--- config.mk ---
export PLATFORM = sky130hd
export DESIGN_NAME = store_checkout
export DESIGN_NICKNAME = d
export VERILOG_FILES = /design/src/rtl/store_checkout.sv
export SDC_FILE = /design/constraint.sdc
export NUM_CORES = 1
export LEC_CHECK = 0
export ABC_AREA = 1
export ABC_CLOCK_PERIOD_IN_PS = 2300
export BUFFER_PORTS_ARGS = -buffer_cell sky130_fd_sc_hd__buf_2
export CAP_MARGIN = 20
export CORE_UTILIZATION = 50
export CTS_CLUSTER_DIAMETER = 120
export DETAILED_ROUTE_END_ITERATION = 8
export GPL_TIMING_DRIVEN = 0
export PLACE_DENSITY = 0.72
export SLEW_MARGIN = 20
export SYNTH_ARGS = -nofsm -noshare
export SYNTH_HDL_FRONTEND = slang
export SYNTH_SLANG_ARGS = --single-unit
--- constraint.sdc ---
create_clock -name clk -period 2.3 [get_ports clk]
set_clock_uncertainty 0.05 [all_clocks]
set_input_delay 0.115 -clock clk [delete_from_list [all_inputs] [get_ports clk]]
set_output_delay 0.115 -clock clk [all_outputs]
set_load 0.01 [all_outputs]
--- src/rtl/store_checkout.sv ---
// Checkout register: prices scanned items into a saturating binary total,
// then converts the total to BCD by shift-add-3, one bit per clock.
module store_checkout #(
  parameter int DIGITS    = 4,
  parameter int TOTAL_W   = 14,
  parameter int MAX_ITEMS = 15,
  parameter int CNT_W     = 4
) (
  input  logic                  clk,
  input  logic                  reset,
  input  logic [2:0]            item,
  input  logic                  scan,
  input  logic                  checkout,
  input  logic                  clear,
  output logic [TOTAL_W-1:0]    total,
  output logic [CNT_W-1:0]      count,
  output logic [4*DIGITS-1:0]   bcd,
  output logic                  busy,
  output logic                  done,
  output logic                  err,
  output logic                  ovf
);

  localparam int BW    = $clog2(TOTAL_W + 1);
  localparam int SUM_W = TOTAL_W + 10;
  localparam logic [TOTAL_W-1:0] MAX_TOTAL = TOTAL_W'(10**DIGITS - 1);

  typedef enum logic [1:0] {
    IDLE,
    CONVERT,
    SHOW
  } state_t;

  state_t               state_q, state_n;
  logic [TOTAL_W-1:0]   total_q, total_n;
  logic [CNT_W-1:0]     count_q, count_n;
  logic                 ovf_q, ovf_n;
  logic                 err_q, err_n;
  logic                 done_q, done_n;
  logic [TOTAL_W-1:0]   bin_q, bin_n;
  logic [4*DIGITS-1:0]  acc_q, acc_n;
  logic [4*DIGITS-1:0]  bcd_q, bcd_n;
  logic [BW-1:0]        bitcnt_q, bitcnt_n;

  logic [9:0]           base, price;
  logic                 valid;
  logic [SUM_W-1:0]     sum;
  logic                 sat;
  logic [4*DIGITS-1:0]  adj, shifted;

  // Discounted codes are exactly those with item[1] set.
  always_comb begin
    valid = 1'b1;
    base  = '0;
    case (item)
      3'b000:  base = 10'd250;
      3'b001:  base = 10'd120;
      3'b011:  base = 10'd80;
      3'b100:  base = 10'd15;
      3'b101:  base = 10'd900;
      3'b110:  base = 10'd40;
      default: valid = 1'b0;
    endcase
    price = item[1] ? (base >> 1) : base;
  end

  always_comb begin
    sum = SUM_W'(total_q) + SUM_W'(price);
    sat = (sum > SUM_W'(MAX_TOTAL));
  end

  // One double-dabble step: adjust every digit >= 5, then shift in the next binary MSB.
  always_comb begin
    adj = acc_q;
    for (int unsigned d = 0; d < DIGITS; d++) begin
      if (acc_q[4*d +: 4] >= 4'd5) adj[4*d +: 4] = acc_q[4*d +: 4] + 4'd3;
    end
    shifted = {adj[4*DIGITS-2:0], bin_q[TOTAL_W-1]};
  end

  always_comb begin
    state_n  = state_q;
    total_n  = total_q;
    count_n  = count_q;
    ovf_n    = ovf_q;
    err_n    = 1'b0;
    done_n   = 1'b0;
    bin_n    = bin_q;
    acc_n    = acc_q;
    bitcnt_n = bitcnt_q;
    bcd_n    = bcd_q;
    case (state_q)
      IDLE: begin
        bcd_n = '0;
        if (clear) begin
          total_n = '0;
          count_n = '0;
          ovf_n   = 1'b0;
        end else if (checkout) begin
          state_n  = CONVERT;
          bin_n    = total_q;
          acc_n    = '0;
          bitcnt_n = '0;
        end else if (scan) begin
          if (valid && (count_q < CNT_W'(MAX_ITEMS))) begin
            count_n = count_q + 1'b1;
            if (sat) begin
              total_n = MAX_TOTAL;
              ovf_n   = 1'b1;
            end else begin
              total_n = sum[TOTAL_W-1:0];
            end
          end else begin
            err_n = 1'b1;
          end
        end
      end
      CONVERT: begin
        if (clear) begin
          state_n  = IDLE;
          total_n  = '0;
          count_n  = '0;
          ovf_n    = 1'b0;
          bin_n    = '0;
          acc_n    = '0;
          bitcnt_n = '0;
          bcd_n    = '0;
        end else begin
          acc_n    = shifted;
          bin_n    = bin_q << 1;
          bitcnt_n = bitcnt_q + 1'b1;
          if (bitcnt_q == BW'(TOTAL_W - 1)) begin
            state_n = SHOW;
            done_n  = 1'b1;
            bcd_n   = shifted;
          end
        end
      end
      SHOW: begin
        if (clear) begin
          state_n = IDLE;
          total_n = '0;
          count_n = '0;
          ovf_n   = 1'b0;
          bcd_n   = '0;
        end
      end
      default: begin
        state_n = IDLE;
        bcd_n   = '0;
      end
    endcase
  end

  always_ff @(posedge clk or posedge reset) begin
    if (reset) begin
      state_q  <= IDLE;
      total_q  <= '0;
      count_q  <= '0;
      ovf_q    <= 1'b0;
      err_q    <= 1'b0;
      done_q   <= 1'b0;
      bin_q    <= '0;
      acc_q    <= '0;
      bcd_q    <= '0;
      bitcnt_q <= '0;
    end else begin
      state_q  <= state_n;
      total_q  <= total_n;
      count_q  <= count_n;
      ovf_q    <= ovf_n;
      err_q    <= err_n;
      done_q   <= done_n;
      bin_q    <= bin_n;
      acc_q    <= acc_n;
      bcd_q    <= bcd_n;
      bitcnt_q <= bitcnt_n;
    end
  end

  assign total = total_q;
  assign count = count_q;
  assign bcd   = bcd_q;
  assign busy  = (state_q == CONVERT);
  assign done  = done_q;
  assign err   = err_q;
  assign ovf   = ovf_q;

endmodule
======== Word level (Yosys, flattened, before mapping) ========
Index checks and enable logic that the tools add are counted.
storage, ports and cells
  bits in registers ....................... 73
  input port bits ......................... 8
  output and inout bits ................... 38
operators by class
  add/subtract/negate cells ............... 7
  order comparisons ....................... 6
  equal/unequal tests ..................... 17
  multiplexer cells ....................... 57
  reduce and logical (&&, ||, !) cells .... 12
operators with widths
  operator              count
  $mux 14               9
  $mux 16               6
  $pmux 16 s2           2
  $pmux 10 s6           1
  $pmux 14 s2           2
  $mux 4                11
  $ge 4x3->1 const B    4
  $pmux 4 s2            2
  $add 14x10->15        1
  $gt 15x14->1 const B  1
  $mux 1                15
  $add 4x2->4 const B   3
  $ne 3x3->1 const B    4
  $mux 10               1
  $mux 2                5
  $eq 3x3->1 const B    3
  $add 4x1->4 const B   2
  $ne 2x2->1 const B    3
  $pmux 2 s3            1
  $reduce_and 6->1      1
  $reduce_or 6->1       1
  $reduce_and 5->1      1
  $eq 4x4->1 const B    1
  $lt 4x4->1 const B    1
  other kinds (17)      18

======== Longest topological paths before layout ========
Gate-level depths: netlist of the first run.
  word-level depth ........................ 11
  depth in mapped cells ................... 23
  gate-level depth less buffers ........... 23

======== Least setup slack after synthesis of the first run ========
OpenSTA, ideal clock, no wires.
  kind .................................... reg-to-reg
  start point ............................. register total_q[0], in the netlist total[0]
  end point ............................... register ovf_q, in the netlist ovf
  library setup time ...................... 0.117 ns
  arrival time ............................ 2.220 ns
  data required time ...................... 2.133 ns
  setup slack ............................. -0.086 ns
  cell stages (with the launch flop) ...... 17
  path buffers ............................ 0
  clock period less this slack ............ 2.386 ns
  cells stage by stage .................... dfrtp_1 ha_1 fa_1 nand2_1 nand2_1 nand3_1 nand2_1 a21oi_1 nand3_1 nor2_2 nand2_1 nand2_2 nand2_4 nand2_2 nand2_1 nand2_1 nand2_1
between the ends
  cells in the longest elaborated chain, start to end .. 4
RTL lines
  item                               RTL line  text
  from (decl)                        35        logic [TOTAL_W-1:0] total_q, total_n;
  from (signal assigned)             169       total_q <= total_n;
  $add 14x10->15                     68        sum = SUM_W'(total_q) + SUM_W'(price);
  $gt 15x14->1                       69        sat = (sum > SUM_W'(MAX_TOTAL));
  $ne 3x3->1 (no source line)        --
  $reduce_and 6->1 (no source line)  --
  to (signal assigned)               171       ovf_q <= ovf_n;
  to (decl)                          37        logic ovf_q, ovf_n;
Every way passes these cells.
A chain may end at the register's enable or synchronous reset.

======== Worst setup path in the final report of the first run ========
  start point ............................. register total_q[0], in the netlist total[0]
  end point ............................... register total_q[1], in the netlist total[1]
between the ends
  cells in the longest elaborated chain, start to end .. 8
RTL lines
  item              RTL line  text
  $add 14x10->15 *  68
  $gt 15x14->1      69
  $mux 14 *         107       if (sat) begin
  $mux 14 *         105       if (valid && (count_q < CNT_W'(MAX_ITEMS))) begin
  $mux 14 *         104       end else if (scan) begin
  $mux 14 *         99        end else if (checkout) begin
  $mux 14 *         95        if (clear) begin
  $pmux 14 s2 *     92        case (state_q)
Mark *: on every way between the ends. The rest lies on a longest branch, timed or not. The select of a mux whose other input is x is not followed.

==> impl_metrics.env, run 1 <==
export IMPL_cp_arrival_ns=2.64
export IMPL_die_w_um=96.41
export IMPL_synthCells=599
export IMPL_pre_cts_ws_ns=-0.4188
export IMPL_nets=702
export IMPL_worstPathMaxFanout=4
export IMPL_end_kind="register"
export IMPL_synth_ff_type="dfrtp_1"
export IMPL_syn_area_um2=4457
export IMPL_routed_wl_um=10540
export IMPL_gp_congestion=0.9092
export IMPL_insertion_delay_ns=0.35
export IMPL_grt_use_total_pct=24.19
export IMPL_cts_max_level=3
export IMPL_ys_seq_area_share_pct=40.99
export IMPL_start_kind="register"
export IMPL_clock_root_buffer="clkbuf_8"
export IMPL_cp_endpoint="total[1]$_DFFE_PP0P_"
export IMPL_seqCellArea_um2=1827
export IMPL_fin_util_pct=61.51
export IMPL_dr_pass1_iters=4
export IMPL_cts_tree="built"
export IMPL_hold_ws_ns=0.003933
export IMPL_power_frac_comb_pct=46.4
export IMPL_max_slew_margin_pct=64.06
export IMPL_maxCapViolCount=0
export IMPL_grt_pass1_wl_um=17090
export IMPL_r2r_start="total[0]$_DFFE_PP0P_"
export IMPL_finalNonFillerCells=780
export IMPL_grt_antenna_before_repair=0
export IMPL_clk_path_buf_depth=2
export IMPL_ys_types=38
export IMPL_reg2reg_to="total[1]$_DFFE_PP0P_"
export IMPL_seq_power_share_pct=33.1
export IMPL_ios=46
export IMPL_hold_viol=0
export IMPL_ant_nets=0
export IMPL_syn_num_nets=634
export IMPL_cts_buffers=9
export IMPL_period_needed_ns=2.463
export IMPL_drv_slew=0
export IMPL_multi_input_area_um2=2447
export IMPL_synth_edf_count=0
export IMPL_area_growth_syn_to_layout_pct=19.76
export IMPL_antenna_cells=0
export IMPL_failed_checks="negative setup slack"
export IMPL_placement_io_buffers=45
export IMPL_rsz0062_at_grt="yes"
export IMPL_ys_async_sr_fraction_pct=100.0
export IMPL_p_sw_share_pct=44.17
export IMPL_layout_drive_gt1_share_pct=20.68
export IMPL_routed_via_density=5.253
export IMPL_clk_pin_slew_worst_paths_ns=0.07
export IMPL_required_ns=2.48
export IMPL_syn_avg_cell_area_um2=7.440
export IMPL_leakagePower_nw=2.712
export IMPL_drt_iter0_markers=188
export IMPL_overflow=0
export IMPL_final_setup_viol_count=14
export IMPL_ys_ff_latch=73
export IMPL_vias=4097
export IMPL_finalCritPeriodShare_pct=107.1
export IMPL_die_h_um=96.41
export IMPL_core_area_um2=8678
export IMPL_layout_setup_ws_ns=-0.1632
export IMPL_criticalPathCategory="register to register"
export IMPL_rr_worst_depth=15
export IMPL_p_sw_mw=2.244
export IMPL_die_area_um2=9295
export IMPL_status="finished, violations left"
export IMPL_pwr_share_clk_pct=20.5
export IMPL_start_util_pct=51.36
export IMPL_startpoint="total[0]$_DFFE_PP0P_"
export IMPL_ir_worst_vdd_v=0.0004141
export IMPL_rows=34
export IMPL_cts_sinks=73
export IMPL_max_freq_mhz=406.0
export IMPL_fill_cells=820
export IMPL_drc=0
export IMPL_hold_path_class="input pin to register"
export IMPL_grt_pass1_vias=3815
export IMPL_r2r_slack_ns=-0.16
export IMPL_wire_per_inst_um=13.52
export IMPL_ys_warn_count=0
export IMPL_dpl_cell_count=753
export IMPL_p_per_area_nw_per_um2=951.9
export IMPL_internal_power_mw=2.837
export IMPL_worst_slew_pin_slew_ns=0.5392
export IMPL_dp_final_hpwl_um=7948
export IMPL_grt_max_degree=51
## metal layers
layer / vias to the layer above / part of all wire, % / track usage [%] / wire (µm)
met5: - / 0 / 0 / 0
met4: 0 / 3.2 / 11.15 / 333
met3: 31 / 3.0 / 4.538 / 319
met1: 1905 / 44 / 28.61 / 4630
met2: 88 / 50 / 42.49 / 5258
li1: 2073 / - / - / -
## cell families (layout without fill, tap and decap cells)
logic type,Yosys count,count (layout),synth area share (%)
fa+ha+maj,27,27,7.748
mux,1,1,0.2246
xor+xnor,5,5,0.9825
simple gates,303,303,29.65
buf+inv,97,170,8.254
compound gates,93,93,12.16
flops,73,73,40.99
## synth_stat cells (2+ instances only)
library cell	n	area, µm²
a21oi_2	3	26.28
nand3b_1	3	22.52
a21oi_1	25	125.1
o21ai_0	42	210.2
nand2_2	14	87.58
o22ai_1	2	12.51
clkbuf_1	11	41.29
nor2_1	36	135.1
buf_2	2	10.01
nand3_2	2	20.02
inv_1	79	296.5
nor2_4	2	22.52
o21ai_1	3	15.01
xor2_1	5	43.79
nand4_1	2	12.51
nand2_1	183	686.9
o221ai_1	12	105.1
clkinv_1	2	7.510
ha_1	26	325.3
nor3_1	6	30.03
nor2_2	3	18.77
dfrtp_1	73	1827
nand3_1	47	235.2
inv_2	2	7.510
## flip-flops by register name (all words and copies together) (netlist names)
register and count:
acc_q 16, state_q 2, count 4, bitcnt_q 4
bcd 16, err 1, bin_q 14, done 1
ovf 1, total 14
## area by class of cell
class,count,area share (%)
plain buffers,13,1.008
clock buffers,14,3.235
clock inverters,2,0.6564
inverters,84,6.048
multi-input cells,429,45.85
flip-flops and latches,73,34.22
well taps,108,2.532
repair buffers,57,6.446
## worst min path at each step
| stage | startpoint | end | slack, ns | depth (start not counted) |
|---|---|---|---|---|
| final | checkout | err$_DFF_PP0_ | 0.004 | 4 |
| after floorplan | scan | err$_DFF_PP0_ | 0.21 | 2 |
| after detailed placement | reset | acc_q[15]$_DFFE_PP0P_ | 0.06 | 2 |
| after CTS | checkout | err$_DFF_PP0_ | 0.00005 | 4 |
| after global placement | scan | err$_DFF_PP0_ | 0.33 | 3 |
| after global routing | checkout | err$_DFF_PP0_ | 0.02 | 4 |
## layout by cell type (no fill, tap or decap), types with 3 or more instances in the layout
master    Yosys  layout
dfrtp_1      73      73
o221ai_1     12      12
clkbuf_1     11      11
o21ai_2       0       3
nor2_1       36      34
nor2_4        2       5
xor2_1        5       5
nand3b_1      3       3
nand3_1      47      42
buf_2         2      47
clkbuf_8      0      12
ha_2          0       3
nand2_4       1       3
nor3_1        6       4
ha_1         26      19
o21ai_0      42      41
nand2_2      14      21
a21oi_1      25      24
inv_2         2       3
inv_1        79      77
buf_4         0       8
nand2_1     183     174
a21oi_2       3       3
ha_4          0       4
nand3_2       2       7
## timing repair
action,CTS,global route
hold buffers,2,0
gates resized for setup,14,32
endpoints found under the hold margin,24,0
buffers inserted,3,6
setup endpoints to repair,45,54
pin swaps,11,12
## power by group through the flow
stage | clock network (mW) | logic [mW] | registers, mW
2_1_floorplan | 0 | 1.50 | 1.69
3_3_place_gp | 0 | 2.08 | 1.69
3_5_place_dp | 0 | 2.13 | 1.70
4_1_cts | 1.05 | 2.20 | 1.67
5_1_grt | 1.11 | 2.67 | 1.72
6_report | 1.04 | 2.36 | 1.68
## through the flow
stage / cell area, µm² / total power [mW] / TNS, ns
finish: 5338 / 5.081 / -1.713
global route: 5338 / 5.500 / -3.478
CTS: 5156 / 4.923 / -2.994
detailed placement: 4853 / 3.828 / -9.988
global placement: 4823 / 3.763 / -48.08
floorplan: 4463 / 3.183 / 0
## worst max-delay path, cell delays in order, from the launching register on
cell and delay (ns):
dfrtp_1 0.40, ha_2 0.20, fa_2 0.39, nand2_2 0.10, nand2_2 0.07, nand3_2 0.09
nand2_4 0.07, a21oi_4 0.18, nand3_1 0.10, nor2_1 0.13, nand2_1 0.06, nand2_1 0.07
nand2_2 0.10, buf_4 0.15, a21oi_1 0.11, o21ai_1 0.07
Power figures use the tool's default switching activity.
==> inputs of run 2 (changes only) <==
- BUFFER_PORTS_ARGS: -buffer_cell sky130_fd_sc_hd__buf_2 -> not set
- CELL_PAD_IN_SITES_DETAIL_PLACEMENT: not set -> 0
- CELL_PAD_IN_SITES_GLOBAL_PLACEMENT: not set -> 1
- CORE_UTILIZATION: 50 -> 44
- CTS_BUF_LIST: not set -> sky130_fd_sc_hd__clkbuf_2
- DONT_BUFFER_PORTS: not set -> 1
- PLACE_DENSITY: 0.72 -> not set
- PLACE_DENSITY_LB_ADDON: not set -> 0.1
==> run 2 against run 1 <==
Against the previous run:
- non-clock buffer count down 36
- utilization down 8.2 points
- global-route usage down 1.5 points
- first-iteration DRC count down 28%
- largest cell class unchanged
- worst hold slack better by 0.026 ns
- routed wire length up 5.4%
- highest routed layer unchanged
- design area down 2.3%
- cell count down 1.4%
- sequential power up 4%
- the run still ends with negative setup slack left
==> impl_metrics.env, run 2 (synthesized netlist as in run 1, its figures left out) <==
export IMPL_max_slew_margin_pct=59.70
export IMPL_crit_family="simple AND/OR/NAND/NOR gates"
export IMPL_layout_common_cells="nand2_1 (166), inv_1 (78), dfrtp_1 (64)"
export IMPL_path_buf_inv=2
export IMPL_layout_drive_gt1_share_pct=17.92
export IMPL_worstPathMaxFanout=4
export IMPL_criticalPathCategory="register to register"
export IMPL_slowest_delay_ns=0.50
export IMPL_area_growth_syn_to_layout_pct=16.98
export IMPL_finalNonFillerCells=769
export IMPL_top_layer_used="met4"
export IMPL_status="finished, violations left"
export IMPL_period_needed_ns=2.511
export IMPL_fill_cells=979
export IMPL_p_per_area_nw_per_um2=896.7
export IMPL_grt_max_degree=47
export IMPL_final_setup_viol_count=14
export IMPL_die_w_um=102.6
export IMPL_insertion_delay_ns=0.52
export IMPL_rows=36
export IMPL_drt_iter0_markers=135
export IMPL_cts_tree="built"
export IMPL_wire_per_inst_um=14.44
export IMPL_cts_max_level=3
export IMPL_dp_final_hpwl_um=8355
export IMPL_drc=0
export IMPL_gp_congestion=0.8783
export IMPL_layout_setup_ws_ns=-0.2106
export IMPL_ir_worst_vdd_v=0.0004152
export IMPL_placed_cell_area_um2=4659
export IMPL_ant_nets=0
export IMPL_wl_met2_um=5793
export IMPL_dpl_cell_count=733
export IMPL_dr_pass1_iters=4
export IMPL_die_area_um2=10540
export IMPL_worst_slew_pin_slew_ns=0.6045
export IMPL_drv_slew=0
export IMPL_final_common_cell="nand2_1"
export IMPL_critPathSlowestCell="dfrtp_2"
export IMPL_maxCapViolCount=0
export IMPL_max_freq_mhz=398.3
export IMPL_rsz0062_at_grt="yes"
export IMPL_hold_path_class="input pin to register"
export IMPL_start_util_pct=45.60
export IMPL_antenna_cells=0
export IMPL_m1WireLength_um=4671
export IMPL_clk_path_buf_depth=2
export IMPL_grt_use_total_pct=22.67
export IMPL_start_kind="register"
export IMPL_die_h_um=102.6
export IMPL_nets=666
export IMPL_hold_viol=0
export IMPL_required_ns=2.66
export IMPL_routed_wl_um=11110
export IMPL_ios=46
export IMPL_finalCritPeriodShare_pct=109.2
export IMPL_placement_io_buffers=0
export IMPL_grt_antenna_before_repair=0
export IMPL_clock_root_buffer="clkbuf_2"
export IMPL_vias=3918
export IMPL_cp_arrival_ns=2.87
export IMPL_overflow=0
export IMPL_failed_checks="negative setup slack"
export IMPL_clk_pin_slew_worst_paths_ns=0.20
export IMPL_core_area_um2=9774
export IMPL_end_kind="register"
export IMPL_cts_sinks=73
export IMPL_cts_buffers=9
export IMPL_grt_pass1_wl_um=18040
export IMPL_finish_instance_area_um2=5214
export IMPL_crit_chain="ha_4 > fa_2 > nand2_4 > nand2_4 > nand3_2 > nand2_1 > nand2_1 > nand2_1 > inv_2 > nand2_2 > nor3b_2 > nand3_4 > buf_6 > a21oi_2 > o21ai_1"
export IMPL_routed_via_density=5.095
export IMPL_wl_met3_um=310
export IMPL_path_common_cell="nand2_1"
export IMPL_leakagePower_nw=2.492
export IMPL_grt_pass1_vias=3833
-- run 2: cell types whose count changed in the layout (fill, tap and decap cells not counted), moves of 3 or more --
cell,delta
buf_2,-45
clkbuf_8,-12
clkbuf_2,+10
dfrtp_1,-9
dfrtp_2,+9
nand2_1,-8
dlygate4sd3_1,+7
nand2_4,+5
clkinv_1,+4
clkbuf_1,-3
o21ai_1,+3
-- run 2: what timing repair did --
action,CTS,global route
hold endpoints to repair,107,29
setup endpoints to repair,63,63
buffers inserted,4,6
pin swaps,13,13
gates resized for setup,24,58
hold buffers,8,3
-- run 2: layer usage --
metal  GRT usage (%)  up-vias
met3           3.864       21
met2           41.33       61
li1                -     1998
met5               0        -
met4           11.43        0
met1           25.36     1838
-- run 2: layout make-up --
| type | instances | area (µm²) | share of cell area (%) |
|---|---|---|---|
| inverters | 84 | 322.8 | 6.192 |
| clock inverters | 6 | 25.02 | 0.4800 |
| plain buffers | 13 | 57.56 | 1.104 |
| repair buffers | 21 | 220.2 | 4.224 |
| clock buffers | 10 | 50.05 | 0.9599 |
| flip-flops and latches | 73 | 1838 | 35.25 |
| multi-input cells | 429 | 2534 | 48.60 |
| well taps | 133 | 166.4 | 3.192 |
-- run 2: final timing paths --
path / from / endpoint / slack, ns / depth (start not counted)
worst max-delay path: total[0]$_DFFE_PP0P_ / total[0]$_DFFE_PP0P_ / -0.21 / 15
worst min-delay path: clear / ovf$_DFFE_PP0P_ / 0.03 / 6
worst max register to register: total[0]$_DFFE_PP0P_ / total[0]$_DFFE_PP0P_ / -0.21 / 15
worst min register to register: bin_q[13]$_DFFE_PP0P_ / bin_q[13]$_DFFE_PP0P_ / 0.50 / 2
max in group asynchronous: reset / total[8]$_DFFE_PP0P_ / 1.34 / 4
min in group asynchronous: reset / bcd[9]$_DFFE_PP0P_ / 0.59 / 4
-- run 2: per-stage QoR --
step           utilization [%]  TNS, ns  setup WS [ns]  power, mW  hold slack, ns
2_1_floorplan                -        0        0.01109      3.183          0.2080
3_3_place_gp             47.36   -52.34        -0.5396      3.701          0.2262
3_5_place_dp             47.67   -14.98        -0.5498      3.755        -0.04492
4_1_cts                  50.60   -6.368        -0.2959      4.438         -0.2922
5_1_grt                  53.34   -4.776        -0.3775      5.055         0.07240
6_report                 53.34   -2.307        -0.2106      4.675         0.02946
-- run 2: worst min-delay path: stages --
cell and delay [ns]:
inv_1 0.06, a22oi_1 0.09, nand2_1 0.13, nor2_1 0.09
nand3_2 0.07, nand2_1 0.04
-- run 2: report_power, final --
group / switching [mW] / leakage (nW) / internal, mW
Clock: 0.444 / 0.0556 / 0.130
Combinational: 1.58 / 1.44 / 0.767
Sequential: 0.256 / 0.993 / 1.50
Total: 2.28 / 2.49 / 2.39
